===== config.mk =====
export PLATFORM = sky130hd
export DESIGN_NAME = reset_sequencer
export DESIGN_NICKNAME = d
export VERILOG_FILES = /design/src/rtl/reset_sequencer.sv
export SDC_FILE = /design/constraint.sdc
export NUM_CORES = 1
export LEC_CHECK = 0
export CORE_ASPECT_RATIO = 0.75
export CORE_MARGIN = 4
export CORE_UTILIZATION = 45
export DETAILED_ROUTE_END_ITERATION = 8
export DONT_BUFFER_PORTS = 1
export MAX_ROUTING_LAYER = met4
export SLEW_MARGIN = 20
export SYNTH_ARGS = -nofsm -noshare
export SYNTH_HDL_FRONTEND = slang
export SYNTH_SLANG_ARGS = --single-unit

===== constraint.sdc =====
create_clock -name clk -period 0.8 [get_ports clk]
set_input_delay 0.08 -clock clk [delete_from_list [all_inputs] [get_ports clk]]
set_output_delay 0.08 -clock clk [all_outputs]
set_load 0.005 [all_outputs]

===== src/rtl/reset_sequencer.sv =====
// -----------------------------------------------------------------------------
// reset_sequencer
//
// Purpose:
//   Generates NUM_CH synchronous, active-high reset channels from an
//   asynchronous board reset and a clock-source lock indication. All channels
//   are held in reset for at least MIN_ASSERT clean cycles. They are then
//   released one at a time in ascending index order, STAGE_DLY cycles apart.
//   Loss of lock or a software reset request puts every channel back into
//   reset and restarts the sequence.
//
// Ports:
//   clk        in   single clock; every register uses its rising edge
//   arst       in   asynchronous, active-high reset
//   pll_locked in   clock-source lock, asynchronous to clk
//   sw_rst     in   synchronous, level-sensitive software reset request
//   srst       out  [NUM_CH] per-channel synchronous reset, active-high
//   srst_n     out  [NUM_CH] complement of srst, from its own register
//   rst_done   out  high once every channel is released
// -----------------------------------------------------------------------------
module reset_sequencer #(
   parameter int NUM_CH      = 4,   // 1..16
   parameter int SYNC_STAGES = 3,   // 2..8
   parameter int MIN_ASSERT  = 8,   // 1..1024
   parameter int STAGE_DLY   = 16   // 1..1024
) (
   input  logic              clk,
   input  logic              arst,
   input  logic              pll_locked,
   input  logic              sw_rst,
   output logic [NUM_CH-1:0] srst,
   output logic [NUM_CH-1:0] srst_n,
   output logic              rst_done
);

   // The counter is sized for the longer of the two delays, plus one bit of
   // headroom. It is cleared at every terminal count, so it never wraps.
   localparam int MAX_DLY = (MIN_ASSERT > STAGE_DLY) ? MIN_ASSERT : STAGE_DLY;
   localparam int CNT_W   = $clog2(MAX_DLY) + 1;

   localparam logic [CNT_W-1:0] MIN_TC   = CNT_W'(MIN_ASSERT - 1);
   localparam logic [CNT_W-1:0] STAGE_TC = CNT_W'(STAGE_DLY - 1);

   typedef enum logic [1:0] {
      HOLD    = 2'd0,
      RELEASE = 2'd1,
      RUN     = 2'd2
   } state_t;

   // --------------------------------------------------------------------------
   // Reset synchroniser: asserts asynchronously and deasserts on the
   // SYNC_STAGES-th clock edge after arst falls.
   // --------------------------------------------------------------------------
   logic [SYNC_STAGES-1:0] rst_meta;
   logic                   rst_sync;

   // NOTE: state is updated with non-blocking assignments. Every flop then
   // samples the pre-edge value of its neighbours, so the chain shifts by
   // exactly one stage per edge, whatever order the blocks are evaluated in.
   always_ff @(posedge clk or posedge arst) begin
      if (arst) begin
         rst_meta <= '1;
      end else begin
         rst_meta <= {rst_meta[SYNC_STAGES-2:0], 1'b0};
      end
   end

   assign rst_sync = rst_meta[SYNC_STAGES-1];

   // --------------------------------------------------------------------------
   // Lock synchroniser. It is cleared by the raw arst, so lock is never
   // reported until it has been seen after the reset.
   // --------------------------------------------------------------------------
   logic [SYNC_STAGES-1:0] lock_meta;
   logic                   locked_sync;

   always_ff @(posedge clk or posedge arst) begin
      if (arst) begin
         lock_meta <= '0;
      end else begin
         lock_meta <= {lock_meta[SYNC_STAGES-2:0], pll_locked};
      end
   end

   assign locked_sync = lock_meta[SYNC_STAGES-1];

   // --------------------------------------------------------------------------
   // Sequencer
   // --------------------------------------------------------------------------
   state_t             state;
   logic [CNT_W-1:0]   cnt;
   logic               fault;
   logic [NUM_CH-1:0]  srst_shift;
   logic               last_release;

   assign fault = !locked_sync || sw_rst;

   // Channels are released in ascending order. The asserted channels are
   // therefore always a contiguous run of ones at the top of srst. Releasing
   // the next channel is a left shift. The final release is the shift that
   // leaves nothing asserted.
   assign srst_shift   = srst << 1;
   assign last_release = (srst_shift == '0);

   always_ff @(posedge clk or posedge rst_sync) begin
      if (rst_sync) begin
         state    <= HOLD;
         cnt      <= '0;
         srst     <= '1;
         srst_n   <= '0;
         rst_done <= 1'b0;
      end else if (fault) begin
         // Fault takes priority over any terminal count on the same edge.
         state    <= HOLD;
         cnt      <= '0;
         srst     <= '1;
         srst_n   <= '0;
         rst_done <= 1'b0;
      end else begin
         unique case (state)
            HOLD: begin
               if (cnt == MIN_TC) begin
                  cnt    <= '0;
                  srst   <= srst_shift;
                  srst_n <= ~srst_shift;
                  if (last_release) begin
                     state    <= RUN;
                     rst_done <= 1'b1;
                  end else begin
                     state <= RELEASE;
                  end
               end else begin
                  cnt <= cnt + CNT_W'(1);
               end
            end

            RELEASE: begin
               if (cnt == STAGE_TC) begin
                  cnt    <= '0;
                  srst   <= srst_shift;
                  srst_n <= ~srst_shift;
                  if (last_release) begin
                     state    <= RUN;
                     rst_done <= 1'b1;
                  end
               end else begin
                  cnt <= cnt + CNT_W'(1);
               end
            end

            RUN: begin
               // All channels released. Only a fault or rst_sync leaves this state.
            end

            default: begin
               state    <= HOLD;
               cnt      <= '0;
               srst     <= '1;
               srst_n   <= '0;
               rst_done <= 1'b0;
            end
         endcase
      end
   end

endmodule


Yosys cells after proc, flatten, opt, wreduce, memory -nomap -nowiden
Index checks and enable logic that the tools add are counted.
{ "op_classes": {"n_addsub": 1, "eq_ne": 8, "mux": 23, "bitwise_logic": 1, "reduce_logical": 6} }
{ "op_table": {"columns": ["operator", "count"], "rows": [
  ["4-bit two-way mux", 6],
  ["4-bit one-hot mux with 3 select lines", 2],
  ["5-bit two-way mux", 3],
  ["5-bit one-hot mux with 3 select lines", 1],
  ["2-bit two-way mux", 5],
  ["3-bit != test (second input constant)", 3],
  ["2-bit one-hot mux with 3 select lines", 1],
  ["5-bit by 1-bit adder with 5-bit output (second input constant)", 1],
  ["5-bit by 3-bit == test with 1-bit output (second input constant)", 1],
  ["5-bit by 4-bit == test with 1-bit output (second input constant)", 1],
  ["4-bit zero test", 1],
  ["1-bit two-way mux", 4],
  ["4-bit NOT", 1],
  ["4-bit AND reduction", 1],
  ["1-bit one-hot mux with 3 select lines", 1],
  ["3-bit AND reduction", 1],
  ["2-bit by 1-bit == test with 1-bit output (second input constant)", 1],
  ["2-bit == test (second input constant)", 1],
  ["2-bit zero test", 1],
  ["2-bit != test (second input constant)", 1],
  ["1-bit zero test", 1],
  ["1-bit logical OR", 1]
]} }
{ "totals": {"register_bits": 22, "in_bits": 4, "elab_cells": 46} }

Logic depth before layout (Yosys ltp)
{ "depth": {"word_depth": 5, "depth_mapped": 8, "ltp_nobuf": 8} }

Worst setup path after synthesis
OpenSTA, ideal clock, no wires.
{ "synth_timing": {"path_kind": "register to register", "startpoint": "register cnt[0]", "endpoint": "register srst[1]", "setup_time_ps": 80, "arrival_ps": 1735, "slack_ps": -1014, "stages_incl_launch_ff": 8, "n_path_buf": 0, "synth_period_minus_slack_ps": 1814, "path_cell_list": "dfrtp_1 ha_1 nand3_1 inv_1 ha_1 o21ai_0 nand3_1 o22a_1"} }
{ "synth_between": {"elab_chain_cells": 3, "elab_cells_between_ends": 5, "classes_between": "eq/ne (4); reduce/logical (1)"} }
{ "synth_lines": {"columns": ["element", "line_no", "text"], "rows": [
  ["from (decl)", "91", "logic [CNT_W-1:0] cnt;"],
  ["from (signal assigned)", "133", "cnt <= cnt + CNT_W'(1);"],
  ["from (signal assigned)", "147", "cnt <= cnt + CNT_W'(1);"],
  ["5-bit by 4-bit == test with 1-bit output / 5-bit by 3-bit == test with 1-bit output (equally long branches)", "138, 122", null],
  ["3-bit != test (no line)", null, null],
  ["3-bit AND reduction (no line) (*)", null, null],
  ["to (signal assigned)", "124", "srst <= srst_shift;"],
  ["to (signal assigned)", "140", "srst <= srst_shift;"],
  ["to (decl)", "31", "output logic [NUM_CH-1:0] srst,"]
]} }
Mark *: on every way between the ends. The rest lies on a longest branch, timed or not.
A chain may end at the register's enable or synchronous reset.

Worst setup path after layout
{ "layout_timing": {"startpoint": "register cnt[0]", "endpoint": "register srst_n[2]"} }
{ "layout_between": {"elab_chain_cells": 3, "elab_cells_between_ends": 5, "classes_between": "eq/ne (4); reduce/logical (1)"} }
{ "layout_lines": {"columns": ["element", "line_no", "text"], "rows": [
  ["5-bit by 4-bit == test with 1-bit output / 5-bit by 3-bit == test with 1-bit output (equally long branches)", "138, 122", null],
  ["3-bit != test (no line)", null, null],
  ["3-bit AND reduction (no line) (*)", null, null],
  ["to (signal assigned)", "125", "srst_n <= ~srst_shift;"],
  ["to (signal assigned)", "141", "srst_n <= ~srst_shift;"],
  ["to (decl)", "32", "output logic [NUM_CH-1:0] srst_n,"]
]} }
Marks and branches as above.

==> flow_summary.json <==
{
  "syn-instance-count": 86,
  "min_period_ps": 1590,
  "power_density_nw_per_um2": 1360,
  "avgSynthCellArea_um2": 11.3,
  "worstPathBufferInverterCount": 0,
  "chipWidth_um": 61.7,
  "routed_wl_um": 2490,
  "wl_per_cell_um": 16.7,
  "async_flop_share": 1.00,
  "grt_pass1_wl_um": 3960,
  "grt_pass1_vias": 863,
  "power_w": 0.00211,
  "area_growth_pct": 59.9,
  "fin_area_um2": 1560,
  "synth_edf_count": 0,
  "synth-seq-area-share": 0.575,
  "grt_max_degree": 17,
  "drt_first_pass_iters": 4,
  "ant_nets": 0,
  "r2r_slack_ps": -790,
  "swShare": 0.194,
  "period_share": 1.98,
  "drt-initial-drc-count": 37,
  "cts_tree": "yes",
  "grtUsageTotal": 0.190,
  "multi_input_area_um2": 559,
  "gp_congestion": 0.788,
  "synth_most_common_cell": "dfrtp_1",
  "synthAdderAreaFrac": 0.0386,
  "n_antenna_cell": 0,
  "path_cells": "ha_4, nand4bb_4, or3_4, and3_4, o2bb2ai_2",
  "critical_path_class": "reg2reg",
  "cp_max_fo": 4,
  "cts.clk_slew.worst_paths_ps": 120,
  "dp_hpwl_um": 1600,
  "fin_ws_ps": -787,
  "overflow": 0,
  "clock-root-buffer": "clkbuf_4",
  "fin_util": 0.766,
  "synth_fp_nets": 93,
  "netlist_area_um2": 973,
  "ir_worst_vdd_mv": 1.59,
  "synth-simple-area-share": 0.174,
  "viasPerCell": 5.52,
  "dp_cells": 135,
  "cts.htree.levels": 1,
  "ys_warn_count": 0,
  "synth_top_area_frac": 0.386,
  "skew_ps": 4.98,
  "cts_buffers": 3,
  "vias": 823,
  "start_kind": "flop",
  "power.leakage_nw": 0.682,
  "crit_slowest_cell": "dfrtp_1",
  "io_pins": 13,
  "synthFlopType": "dfrtp_1",
  "drive_above_1_share": 0.600,
  "drc": 0,
  "fillers": 115,
  "synthTopCellsByCount": "dfrtp_1, a21oi_1, dfstp_2",
  "postPlaceCellArea_um2": 1270,
  "cp-end-kind": "flop",
  "final_net_count": 133,
  "fp.coreArea_um2": 2030,
  "max_freq_mhz": 630,
  "setup_viol": 25,
  "io_buffers": 0,
  "synth_top_family_by_area": "compound AO/OA/AOI/OAI gates",
  "cap_violations": 0,
  "clock_latency_ps": 310,
  "combinationalPowerShare": 0.057,
  "hold_class": "in2async",
  "p_seq_frac": 0.543,
  "r2r_end": "srst_n[2]$_DFFE_PP0P_",
  "die_h_um": 48.3,
  "hold_viol": 0,
  "r2r-start": "cnt[0]$_DFFE_PP0P_",
  "path_delay_family": "simple AND/OR/NAND/NOR gates",
  "antenna_found_initial": 0,
  "final_cells": 149,
  "cp.required_ps": 1010,
  "clkPwrFrac": 0.400,
  "setup_tns_ps": -12600,
  "violations": "setup timing",
  "start_util": 0.479,
  "synth_top_cell_by_area": "dfrtp_1",
  "worst_path_largest_cell_delay_ps": 420,
  "rr_worst_depth": 5,
  "rows": 14,
  "rsz0062_at_grt": "yes",
  "synth_area_leaders": "dfrtp_1, dfstp_2, ha_1, a21oi_1, o22a_1",
  "clk_path_buf_depth": 2,
  "p_switching_w": 0.000410,
  "synth-seq-cells": 22,
  "ys_types": 32,
  "dieArea_um2": 2980,
  "status": "complete, but fails checks",
  "synth_xor_area_frac": 0,
  "arrival_ps": 1790,
  "synth_compound_area_frac": 0.176,
  "clock_sinks": 22,
  "final_max_slew_viol_count": 0,
  "muxShareOfSynthArea": 0,
  "p_int_w": 0.00170,
  "seq_area_um2": 559
}
## worst max path at each step
stage               slack, ps               start  cells after the start               endpoint
finish                   -790  cnt[0]$_DFFE_PP0P_                      5  srst_n[2]$_DFFE_PP0P_
global route             -850  cnt[1]$_DFFE_PP0P_                      8  srst_n[0]$_DFFE_PP0P_
CTS                      -750  cnt[0]$_DFFE_PP0P_                      7  srst_n[3]$_DFFE_PP0P_
detailed placement       -850  cnt[1]$_DFFE_PP0P_                      7     cnt[3]$_DFFE_PP0P_
global placement         -770  cnt[1]$_DFFE_PP0P_                      7  srst_n[2]$_DFFE_PP0P_
floorplan                -690  cnt[0]$_DFFE_PP0P_                      5  srst_n[1]$_DFFE_PP0P_
## flip-flops by register name, indices dropped and copies added, names as in the netlist
signal	cells
cnt	5
lock_meta	3
rst_done	1
rst_meta	3
srst	4
srst_n	4
state	2
## power by group through the flow
stage	clock [W]	sequential (W)	combinational [W]
2_1_floorplan	0	0.00117	0.0000472
3_3_place_gp	0	0.00117	0.0000964
3_5_place_dp	0	0.00117	0.0000968
4_1_cts	0.000853	0.00115	0.000109
5_1_grt	0.000916	0.00115	0.000134
6_report	0.000846	0.00115	0.000120
## repair_timing
action	CTS	global route
setup buffers	6	2
hold endpoints to repair	7	0
setup endpoints to repair	25	25
resized for setup	17	19
hold buffers	2	0
pin swaps	10	7
## worst register-to-register path: stages, from the launching register on
cell and delay [ps]:
dfrtp_1 420, ha_4 190, nand4bb_4 150, or3_4 430, and3_4 190, o2bb2ai_2 120
## layout by cell type, fill, tap and decap left out, types with 2 or more instances in the layout
cell type and count:
buf_4 26, dfrtp_1 15, buf_6 9, dfstp_2 7
a21oi_1 5, nor2_1 4, nand2b_1 3, nor2b_1 3
o2bb2ai_2 3, o22a_1 3, o21ai_2 3, inv_1 3
clkbuf_4 3, o21ai_4 2, a21oi_2 2, and3_4 2
nor3_2 2, inv_2 2, nand2_1 2, ha_4 2
dlygate4sd3_1 2
## cell families (layout without fill, tap and decap cells)
logic type,Yosys count,count (layout)
AO/OA/AOI/OAI,25,25
flip-flops,22,22
other,1,1
adder cells (fa/ha/maj),3,3
buffers and inverters,8,47
AND/OR/NAND/NOR,27,27
## metrics by stage
stage | setup slack (ps) | hold WS (ps)
final | -787 | 97.1
after global routing | -851 | 101
after CTS | -747 | 92.3
after detailed placement | -850 | -111
after global placement | -772 | -116
after floorplan | -688 | -131
## per-layer routing
layer / routed length (um) / share of wire / vias up / global-route usage
met5: 0 / 0 / - / -
met4: 10 / 0.0040 / 0 / 0.0381
met3: 147 / 0.059 / 3 / 0.0476
met2: 1160 / 0.47 / 24 / 0.296
met1: 1170 / 0.47 / 407 / 0.255
li1: - / - / 389 / -
## layout make-up
class,instances,area share
Timing Repair Buffer,38,0.216
Clock inverter,1,0.0193
Multi-Input combinational cell,56,0.359
Tap cell,24,0.0193
Sequential cell,22,0.359
Clock buffer,3,0.0145
Inverter,5,0.0121
Note: power is estimated with default switching activity, not from simulation.
